`config.mk`:
```
export PLATFORM = sky130hd
export DESIGN_NAME = sisc_prog_loader
export DESIGN_NICKNAME = d
export VERILOG_FILES = /design/src/rtl/sisc_prog_loader.sv
export SDC_FILE = /design/constraint.sdc
export NUM_CORES = 1
export LEC_CHECK = 0
export CAP_MARGIN = 20
export CORE_MARGIN = 5
export CORE_UTILIZATION = 50
export DETAILED_ROUTE_END_ITERATION = 6
export GPL_TIMING_DRIVEN = 0
export MAX_ROUTING_LAYER = met4
export PLACE_DENSITY = 0.83
export REMOVE_ABC_BUFFERS = 1
export SYNTH_ARGS = -nofsm -noshare
export SYNTH_HDL_FRONTEND = slang
export SYNTH_SLANG_ARGS = --single-unit
```
`constraint.sdc`:
```
create_clock -name CLK -period 1.98 [get_ports CLK]
set_input_delay 0.297 -clock CLK [delete_from_list [all_inputs] [get_ports CLK]]
set_output_delay 0.297 -clock CLK [all_outputs]
set_load 0.02 [all_outputs]
```
`src/rtl/sisc_prog_loader.sv`:
```
// Boot loader: byte stream -> big-endian 32-bit words -> instruction memory, then CPU_RUN.
// Latency: IM_WE pulses on the edge accepting a word's 4th byte; CPU_RUN one edge after DONE entry.
// Backpressure: IN_READY high in HDR_HI/HDR_LO/DATA (1 byte/cycle), low once DONE or ERR.
module sisc_prog_loader #(
  parameter int                ADDR_W    = 16,
  parameter logic [ADDR_W-1:0] BASE_ADDR = '0,
  parameter int unsigned       MAX_WORDS = 65535
) (
  input  logic              CLK,
  input  logic              RST_F,
  input  logic [7:0]        IN_DATA,
  input  logic              IN_VALID,
  output logic              IN_READY,
  output logic              IM_WE,
  output logic [ADDR_W-1:0] IM_WADDR,
  output logic [31:0]       IM_WDATA,
  output logic              CPU_RUN,
  output logic              BUSY,
  output logic              ERR
);

  typedef enum logic [2:0] {
    S_HDR_HI = 3'd0,
    S_HDR_LO = 3'd1,
    S_DATA   = 3'd2,
    S_DONE   = 3'd3,
    S_ERR    = 3'd4
  } state_t;

  localparam logic [ADDR_W-1:0] ADDR_ONE = {{(ADDR_W-1){1'b0}}, 1'b1};

  state_t            r_state;
  state_t            w_state_nxt;
  logic [15:0]       r_count;
  logic [1:0]        r_lane;
  logic [15:0]       r_word_cnt;
  logic [23:0]       r_asm;
  logic [ADDR_W-1:0] r_next_addr;
  logic              r_we;
  logic [ADDR_W-1:0] r_waddr;
  logic [31:0]       r_wdata;
  logic              r_cpu_run;

  logic              w_ready;
  logic              w_accept;
  logic [15:0]       w_hdr_count;
  logic              w_word_done;
  logic              w_last_word;

  assign w_ready     = (r_state == S_HDR_HI) || (r_state == S_HDR_LO) || (r_state == S_DATA);
  assign w_accept    = IN_VALID && w_ready;
  // Full count as it will be once the low header byte is latched.
  assign w_hdr_count = {r_count[15:8], IN_DATA};
  assign w_word_done = (r_state == S_DATA) && w_accept && (r_lane == 2'd3);
  assign w_last_word = (r_word_cnt == (r_count - 16'd1));

  // State register; reset aborts any load in progress.
  always_ff @(posedge CLK) begin
    if (RST_F) r_state <= S_HDR_HI;
    else       r_state <= w_state_nxt;
  end

  // Next-state decode: header parse, word completion, terminal states.
  always_comb begin
    w_state_nxt = r_state;
    case (r_state)
      S_HDR_HI: if (w_accept) w_state_nxt = S_HDR_LO;
      S_HDR_LO: begin
        if (w_accept) begin
          if ({16'd0, w_hdr_count} > MAX_WORDS) w_state_nxt = S_ERR;
          else if (w_hdr_count == 16'd0)        w_state_nxt = S_DONE;
          else                                  w_state_nxt = S_DATA;
        end
      end
      S_DATA:   if (w_word_done && w_last_word) w_state_nxt = S_DONE;
      S_DONE:   w_state_nxt = S_DONE;
      S_ERR:    w_state_nxt = S_ERR;
      default:  w_state_nxt = S_HDR_HI;
    endcase
  end

  // Header count capture, high byte then low byte.
  always_ff @(posedge CLK) begin
    if (RST_F) begin
      r_count <= 16'd0;
    end else if (w_accept && (r_state == S_HDR_HI)) begin
      r_count[15:8] <= IN_DATA;
    end else if (w_accept && (r_state == S_HDR_LO)) begin
      r_count[7:0] <= IN_DATA;
    end
  end

  // Word assembly and memory write port; address/data hold between pulses.
  always_ff @(posedge CLK) begin
    if (RST_F) begin
      r_lane      <= 2'd0;
      r_word_cnt  <= 16'd0;
      r_asm       <= 24'd0;
      r_next_addr <= BASE_ADDR;
      r_we        <= 1'b0;
      r_waddr     <= BASE_ADDR;
      r_wdata     <= 32'd0;
    end else begin
      r_we <= w_word_done;
      if (w_accept && (r_state == S_DATA)) begin
        r_asm  <= {r_asm[15:0], IN_DATA};
        r_lane <= r_lane + 2'd1;
        if (r_lane == 2'd3) begin
          r_wdata     <= {r_asm, IN_DATA};
          r_waddr     <= r_next_addr;
          r_next_addr <= r_next_addr + ADDR_ONE;
          r_word_cnt  <= r_word_cnt + 16'd1;
        end
      end
    end
  end

  // CPU release trails DONE entry by one edge so it never coincides with the last write.
  always_ff @(posedge CLK) begin
    if (RST_F) r_cpu_run <= 1'b0;
    else       r_cpu_run <= (r_state == S_DONE);
  end

  assign IN_READY = w_ready;
  assign IM_WE    = r_we;
  assign IM_WADDR = r_waddr;
  assign IM_WDATA = r_wdata;
  assign CPU_RUN  = r_cpu_run;
  assign BUSY     = (r_state == S_DATA);
  assign ERR      = (r_state == S_ERR);

endmodule
```
==> results of run 1 <==
-- routing by layer --
metal / vias to the layer above / routed length [µm]
met4: 0 / 405
met5: - / 0
met2: 179 / 6770
met3: 42 / 848
met1: 2220 / 5640
li1: 2305 / -
-- area by class of cell --
cell class / instances / area share (%)
Timing Repair Buffer: 81 / 12.1
Inverter: 6 / 0.332
Clock inverter: 12 / 1.99
Clock buffer: 20 / 6.56
Sequential cell: 127 / 37.7
Tap cell: 136 / 2.51
Multi-Input combinational cell: 484 / 38.8
-- placed cells by master (no fill, tap or decap), types with 3 or more instances in the layout --
cell	netlist	final
nor3_1	6	4
clkbuf_16	0	16
nor2_1	41	37
o21ai_0	10	10
xor2_1	27	27
inv_1	6	6
nand3_1	14	12
clkinvlp_4	0	4
buf_4	0	15
dlygate4sd2_1	0	3
a21oi_2	0	3
or3_1	8	7
dfxtp_2	0	5
nor4_1	4	3
and3_1	3	3
nor3_4	1	3
nand2_1	203	201
dfxtp_1	127	120
xnor2_1	24	24
clkbuf_8	1	3
a21oi_1	100	97
nor2_2	0	4
clkdlybuf4s50_1	0	58
nand4_1	8	8
-- worst reg2reg max path, delay by kind of cell, from the launching register on --
kind,cells,cell delay (ns)
AO/OA/AOI/OAI,3,0.41
flip-flops,1,0.33
multiplexers,1,0.53
AND/OR/NAND/NOR,3,0.87
-- flip-flops by register name, indices dropped and copies added (netlist names) --
| name | count |
|---|---|
| IM_WE | 1 |
| r_word_cnt | 16 |
| r_count | 16 |
| r_lane | 2 |
| r_state | 3 |
| CPU_RUN | 1 |
| IM_WADDR | 16 |
| r_asm | 24 |
| r_next_addr | 16 |
| IM_WDATA | 32 |
-- through the flow --
step                instances  area [µm²]  setup TNS (ns)  hold slack (ns)
floorplan                 615        5060          -51.09            0.366
global placement          814        5860         -262.42            0.439
detailed placement        817        5930         -112.47            0.446
CTS                       866        6760          -0.577            0.223
global route              866        6790           -1.82            0.243
finish                    866        6790          -0.763            0.231
-- power by group through the flow --
stage / Combinational (W) / Sequential, W / Clock, W
floorplan: 0.000263 / 0.00267 / 0
global placement: 0.000380 / 0.00268 / 0
detailed placement: 0.000405 / 0.00268 / 0
CTS: 0.000438 / 0.00263 / 0.00303
global route: 0.000495 / 0.00264 / 0.00317
finish: 0.000457 / 0.00263 / 0.00303
-- cells by family after synthesis --
logic type | count (synthesis) | synth area share [%]
mux | 2 | 0.618
buf+inv | 49 | 4.30
simple gates | 306 | 25.6
fa+ha+maj | 4 | 0.950
compound gates | 119 | 11.8
flops | 127 | 48.3
xor+xnor | 51 | 8.48
-- final timing paths --
path / start / to / slack, ns / cells after the start
min reg2reg: r_state[2]$_SDFFE_PP0P_ / r_state[1]$_SDFFE_PP0P_ / 0.45 / 1
max reg2reg: r_count[1]$_SDFFE_PP0P_ / r_state[0]$_SDFFE_PP0P_ / -0.24 / 7
min: RST_F / r_word_cnt[8]$_SDFFE_PP0P_ / 0.23 / 2
max: r_count[1]$_SDFFE_PP0P_ / r_state[0]$_SDFFE_PP0P_ / -0.24 / 7
-- timing repair --
action                     4_1_cts  5_1_grt
pin swaps                        9        2
setup endpoints to repair       85       21
setup buffers                   14        0
cloned                           3        0
gates resized for setup         32       10
==> metrics.txt, run 1 <==
endpoint arrival time on the critical path 2.67 ns; number of vias after detailed routing around 4,700; number of warnings printed during yosys synthesis 0; total length of routed wires 13.7 mm; Global Route met1 Usage 26.7%; max-slew violation count 0; DIE AREA 0.0127 mm²; Highest Clock Rate 0.451 GHz; register area between 0.002 and 0.003 mm²; most common cell in the netlist nand2_1; area overhead of the layout relative to synthesis 28.9%; clock tree from TritonCTS done; Async S/R FF share, synth 0%; synthesized area per cell 8.01 µm²; number of hold violations in the final report 0; Top cell by count, worst path a21oi_2; part of the power in the clock network 49.5%; kind of end point of the critical path flop; CP Launch Type flop; number of standard cells after synthesis roughly 660; cell at the slowest stage of the critical path or4_4; CTS Hold Buffers Added 0; number of flops mapped to enable cells by yosys 0; maximum number of pins on one net before global-route repair roughly 80; number of distinct standard cells referenced by the synthesized netlist 48; H-tree depth 4; portion of synthesized cell area occupied by the leading cell type 48.3%; switching part of the total 24.1%; shortest period the worst path allows 2.22 ns; overall power 0.00612 W; hold crit path type primary input to flop; Data required, critical path 2.44 ns; share of final-layout standard cells stronger than drive strength 1 roughly 12%; leakage power 2.35 nW; DRC violations left 0; most numerous cell types in the synthesized netlist nand2_1, dfxtp_1, a21oi_1, nor2_1, clkbuf_1; vias in the first global route 4,775; deepest clock path buffer count 2; number of buffers added by the clock tree synthesis step 17; Post-Syn Area approximately 0.0053 mm²; predominant post-synthesis flop cell dfxtp_1; largest cells by area after synthesis dfxtp_1, nand2_1, a21oi_1; floorplan die width 113 µm; final-stage net count 732; flop and latch count out of synthesis 127; height of the die approximately 110 µm; family with the most delay on the worst path simple AND/OR/NAND/NOR gates; worst-case setup margin in the final layout -0.237 ns; violated checks negative setup slack; number of I/O port buffers 63; I/O pins 64; area occupied by multi-input gates roughly 0.0026 mm²; initial core utilization roughly half; global-route wire length before repair 22.5 mm; cell type contributing the most total cell area after synthesis dfxtp_1; Setup WS pre-CTS -2.01 ns; worst stage delay on the critical path 0.57 ns; internal power consumption 0.00465 W; combinational power share between 7 and 8%; run status finished with violations; number of vias per cell after detailed routing ~5.5; global-route usage over all layers 22.6%; insertion delay to the later sink of the worst-skew pair ~0.53 ns; total power density per cell area 901 mW/mm²; total grt overflow 0; classification of the worst setup path flop to flop; share of total power in sequential cells around 43%; GR met3 Demand/Resource under 10%; final period utilization 112%; count of inserted antenna diode cells 0; worst rel slew slack 63.4%; final setup fails 9; final setup skew 0.00725 ns; clock root buffer clkbuf_8; TritonCTS sink count between 100 and 150; Tightest Pin Transition 0.541 ns; weighted congestion at the end of routability-driven global placement around 0.86; highest net fanout along the worst path 3; count of routing violations after the opening detailed-route iteration roughly 480; final antenna-violating net count 0; half-perimeter wire length after detailed placement 8.02 mm; largest vdd supply drop 0.520 mV; fin util 65.7%; P_sw 0.00147 W; clock-pin slew on the worst setup and hold paths 0.06 ns; length of the first detailed-routing pass in iterations 5; # Max-Cap Violations 0; unrepaired setup endpoints after global routing yes; number of rows in the core area 37; Core Box Area 0.0103 mm²; global-route met2 utilization 36.8%; Most Used Layer, Global Route met2; routed wirelength normalized by instance count 15.8 µm; sequential element share of the synthesized area 48.3%; initial antenna violation count 0; sequence of cells on the critical path or4_4 -> nor3_4 -> mux4_2 -> a21oi_2 -> a41o_1 -> nand4_1 -> a21oi_2; number of fill cells 774; sum of buffers and inverters on the critical path 0
(Power assumes the default switching activity.)
==> run 2: changes to the inputs <==
CAP_MARGIN = default   (was 20)
CORE_UTILIZATION = 55   (was 50)
PLACE_DENSITY = 0.86   (was 0.83)
SLEW_MARGIN = 20   (was default)
clock period = 2.75 ns   (was 1.98 ns; I/O delays follow)
==> run 2 against run 1 <==
  * The run now ends clean
  * First-iteration DRC count fell by 24%
  * Flip-flop and latch count stayed put
  * Clock power is 29% lower
  * Largest cell class is now sequential cells
  * Worst hold slack gained 0.093 ns
  * Critical path type is now flop to output pin
  * Core utilization increased by 4.9 points
==> metrics.txt, run 2 (same netlist as run 1, synthesis figures left out) <==
run status finished clean; H-tree depth 4; # placed instances 810; max FFs per register 32; final setup skew 0.00896 ns; largest vdd supply drop between 0.3 and 0.4 mV; switching part of the total 24.9%; TritonCTS sink count 127; final setup fails 0; floorplan die width 108 µm; number of rows in the core area 35; Layout Cells excl Fill roughly 850; count of inserted antenna diode cells 0; Highest Clock Rate slightly below 0.4 GHz; final-stage net count 719; CP Launch Type flop; total length of routed wires 12.7 mm; number of vias after detailed routing 4,647; total grt overflow 0; Core Box Area ~0.0093 mm²; DRC violations left 0; weighted congestion at the end of routability-driven global placement 0.895; Sum Neg Setup Slack 0 ns; share of total power in sequential cells 43.7%; number of vias per cell after detailed routing 5.49; initial core utilization 56.7%; vias in the first global route 4,427; I/O pins 64; total power density per cell area 661 mW/mm²; DIE AREA approximately 0.012 mm²; worst hold-check slack 0.324 ns; classification of the worst setup path flop to output pin; leakage power 2.26 nW; global-route wire length before repair 20.6 mm; P_sw about 0.0011 W; routed wirelength normalized by instance count 15.0 µm; kind of end point of the critical path output pin; number of buffers added by the clock tree synthesis step 17; height of the die 108 µm; count of routing violations after the opening detailed-route iteration 364; # Max-Cap Violations 0; share of final-layout standard cells stronger than drive strength 1 7.39%; highest net fanout along the worst path 10; leading cell type in the layout, fill and taps excluded nand2_1; combinational power share under 10%; register-to-register setup slack 0.16 ns; length of the first detailed-routing pass in iterations 5; number of hold violations in the final report 0; CTS Hold Buffers Added 0; endpoint arrival time on the critical path 2.18 ns; clock tree from TritonCTS done; part of the power in the clock network 49.3%; global-route usage over all layers 22.5%; deepest clock path buffer count 2; fin util 70.7%; final period utilization 94.3%; commonest cells after routing, fill and taps aside nand2_1, dfxtp_1, a21oi_1; maximum number of pins on one net before global-route repair 85; initial antenna violation count 0; insertion delay to the later sink of the worst-skew pair between 0.5 and 0.6 ns; clock root buffer clkbuf_8; worst rel slew slack 43.8%; max-slew violation count 0; Data required, critical path 2.34 ns; Tightest Pin Transition 0.841 ns; shortest period the worst path allows between 2 and 3 ns; clock-pin slew on the worst setup and hold paths ~0.060 ns; number of I/O port buffers 63; area overhead of the layout relative to synthesis 24.5%; internal power consumption roughly 0.0033 W; final antenna-violating net count 0; half-perimeter wire length after detailed placement 7.72 mm; hold crit path type primary input to flop
## run 2: cell types whose count changed in the layout (fill, tap and decap cells not counted), moves of 3 or more
cell,change
buf_4,-11
nor2_2,-4
inv_6,+4
dfxtp_2,-5
a21oi_1,+3
a21oi_2,-3
dfxtp_1,+7
nor2_1,+4
clkdlybuf4s50_1,+3
dlygate4sd2_1,-3
## run 2: area by class of cell
class / instances / area [µm²]
Clock buffer: 19 / 442
Clock inverter: 13 / 128
Fill cell: 711 / 2720
Inverter: 6 / 22.5
Multi-Input combinational cell: 483 / 2540
Sequential cell: 127 / 2540
Tap cell: 129 / 161
Timing Repair Buffer: 69 / 728
## run 2: power groups by stage
stage	Clock (W)	Combinational, W	Sequential (W)
detailed placement	0	0.000287	0.00193
global route	0.00225	0.000325	0.00190
CTS	0.00216	0.000294	0.00190
floorplan	0	0.000189	0.00193
global placement	0	0.000274	0.00193
finish	0.00214	0.000301	0.00190
## run 2: stage by stage
| stage | setup slack (ns) | total power (W) | cell area [µm²] |
|---|---|---|---|
| final | 0.158 | 0.00434 | 6560 |
| after global routing | -0.0163 | 0.00447 | 6560 |
| after CTS | 0.0514 | 0.00435 | 6540 |
| after detailed placement | -1.24 | 0.00222 | 5940 |
| after global placement | -2.41 | 0.00220 | 5860 |
| after floorplan | -0.571 | 0.00211 | 5060 |
## run 2: worst max-delay path, cell delays in order (launching register included)
cell,delay (ns)
dfxtp_1,0.57
nor3b_1,0.40
clkdlybuf4s50_1,0.69
## run 2: timing repair
action | CTS | global route
setup endpoints to repair | 21 | 9
gates cloned | 1 | 0
buffers inserted | 0 | 3
hold endpoints to repair | 0 | 0
gates resized for setup | 5 | 1
pin swaps | 1 | 1
## run 2: worst paths after layout
kind                                endpoint                    start  cells past startpoint
hold reg to reg    IM_WDATA[25]$_SDFFE_PP0P_   r_asm[17]$_SDFFE_PP0P_                      2
hold / removal    r_word_cnt[7]$_SDFFE_PP0P_                    RST_F                      2
setup reg to reg     r_state[0]$_SDFFE_PP0P_  r_state[1]$_SDFFE_PP0P_                      9
setup / recovery                        BUSY  r_state[1]$_SDFFE_PP0P_                      2
## run 2: per-layer routing
metal	global-route usage [%]	up-vias	wire length (µm)
li1	-	2271	-
met2	36.7	149	6190
met1	27.6	2192	5600
met5	-	-	0
met4	7.57	0	277
met3	5.10	35	622
==> run 3: changes to the inputs <==
ABC_CLOCK_PERIOD_IN_PS = 2750   (was default)
CORE_UTILIZATION = 35   (was 55)
PLACE_DENSITY = 0.61   (was 0.86)
==> run 3 against run 2 <==
  * Via count fell by 4.1%
  * Die area rose by 51%
  * Sequential power barely moved
  * Final cell count rose by 6.4%
  * Critical path depth rose by 6
==> metrics.txt, run 3 (same netlist as run 1, synthesis figures left out) <==
run status finished clean; vias in the first global route 4,270; deepest clock path buffer count 2; total grt overflow 0; Top cell by count, worst path nand4_1; largest vdd supply drop around 0.44 mV; leading cell type in the layout, fill and taps excluded nand2_1; worst rel slew slack between 40% and 50%; floorplan die width 133 µm; final-stage net count 718; global-route usage over all layers 14.8%; number of vias after detailed routing ~4,500; worst hold-check slack 0.325 ns; final period utilization 91.8%; shortest period the worst path allows 2.52 ns; number of rows in the core area 44; Tightest Pin Transition 0.880 ns; clock root buffer clkbuf_16; total power density per cell area 664 mW/mm²; final setup skew roughly 0.009 ns; register area 0.00254 mm²; number of I/O port buffers 63; overall power approximately 0.0044 W; CTS Hold Buffers Added 0; maximum number of pins on one net before global-route repair 94; routed wirelength normalized by instance count between 10 and 15 µm; total length of routed wires 12.3 mm; final non-filler cell area 0.00666 mm²; DRC violations left 0; Data required, critical path 3.04 ns; kind of end point of the critical path flop; # Max-Cap Violations 0; area overhead of the layout relative to synthesis 26.4%; half-perimeter wire length after detailed placement 8.15 mm; area occupied by multi-input gates 0.00254 mm²; Sum Neg Setup Slack 0 ns; placed cell area 0.00602 mm²; TritonCTS sink count 127; max FFs per register 32; Core Box Area ~0.015 mm²; global-route wire length before repair 21.0 mm; number of fill cells 1,428; initial antenna violation count 0; I/O pins 64; commonest cells after routing, fill and taps aside nand2_1, dfxtp_1, a21oi_1; insertion delay to the later sink of the worst-skew pair 0.41 ns; leakage power 2.27 nW; classification of the worst setup path flop to flop; initial core utilization between 30% and 40%; number of vias per cell after detailed routing around 5.0; endpoint arrival time on the critical path 2.82 ns; share of final-layout standard cells stronger than drive strength 1 under 10%; length of the first detailed-routing pass in iterations 5; hold crit path type primary input to flop; cell at the slowest stage of the critical path and4bb_4; final setup fails 0; worst stage delay on the critical path 0.47 ns; sequence of cells on the critical path and4bb_4 -> and2_4 -> buf_16 -> nand4_1 -> nor3_2 -> nand4_1 -> xor2_1 -> nor2_1; number of buffers added by the clock tree synthesis step 17; CP Launch Type flop; H-tree depth 4; count of routing violations after the opening detailed-route iteration 280; height of the die 133 µm; clock-pin slew on the worst setup and hold paths around 0.05 ns; weighted congestion at the end of routability-driven global placement 0.858; count of inserted antenna diode cells 0; clock tree from TritonCTS done; highest net fanout along the worst path 30; Highest Clock Rate 0.396 GHz; final antenna-violating net count 0; number of hold violations in the final report 0; max-slew violation count 0; unrepaired setup endpoints after global routing no; DIE AREA 0.0176 mm²
run 3: cell types whose count changed in the layout (fill, tap and decap cells not counted):
cell	previous run	this run
inv_6	6	1
clkbuf_16	16	17
and2_2	0	1
bufinv_16	1	2
clkinvlp_4	2	1
clkinv_4	1	2
buf_12	1	0
inv_8	1	0
clkbuf_1	0	3
buf_16	2	3
buf_4	4	1
clkbuf_8	3	4
buf_6	0	1
run 3: worst max-delay path: cells and delay by family (launching register included):
kind / cells / cell delay [ns]
XOR/XNOR: 1 / 0.16
flip-flops: 1 / 0.45
AND/OR/NAND/NOR: 6 / 1.57
buffers and inverters: 1 / 0.20
run 3: where the power goes:
part           total, W  internal (W)  switching (W)
Sequential      0.00190       0.00186      0.0000344
Clock           0.00223       0.00143       0.000796
Combinational  0.000298      0.000127       0.000171
Total           0.00442       0.00342        0.00100
run 3: metal layers:
| metal | wire [µm] | track usage (%) |
|---|---|---|
| met4 | 139 | 5.72 |
| met3 | 537 | 3.38 |
| met2 | 5720 | 22.8 |
| met5 | 0 | - |
| met1 | 5940 | 18.9 |
run 3: repair_timing:
item / in CTS / in global routing
hold endpoints to repair: 0 / 0
pin swaps: 2 / 0
gates cloned: 2 / 0
gates resized for setup: 5 / 1
setup endpoints to repair: 51 / 2
buffers inserted: 1 / 0
run 3: area by class of cell:
| cell class | instances | share of cell area, % |
|---|---|---|
| multi-input cells | 484 | 38.2 |
| clock buffers | 24 | 7.38 |
| repair buffers | 67 | 10.9 |
| clock inverters | 8 | 1.56 |
| inverters | 6 | 0.338 |
| flip-flops and latches | 127 | 38.2 |
| well taps | 184 | 3.46 |
run 3: final timing paths:
kind                      startpoint                     endpoint  slack (ns)  cells past startpoint
max          r_state[0]$_SDFFE_PP0P_  r_word_cnt[15]$_SDFFE_PP0P_        0.23                      8
min                            RST_F  r_word_cnt[12]$_SDFFE_PP0P_        0.33                      2
max reg2reg  r_state[0]$_SDFFE_PP0P_  r_word_cnt[15]$_SDFFE_PP0P_        0.23                      8
min reg2reg   r_asm[20]$_SDFFE_PP0P_    IM_WDATA[28]$_SDFFE_PP0P_        0.45                      2
run 3: through the flow:
stage               setup WS [ns]  util (%)  instances
floorplan                  -0.571         -        615
global placement            -2.55      40.5        862
detailed placement          -1.44      41.1        865
CTS                         0.102      45.5        900
global route               0.0983      45.5        900
finish                      0.226      45.5        900
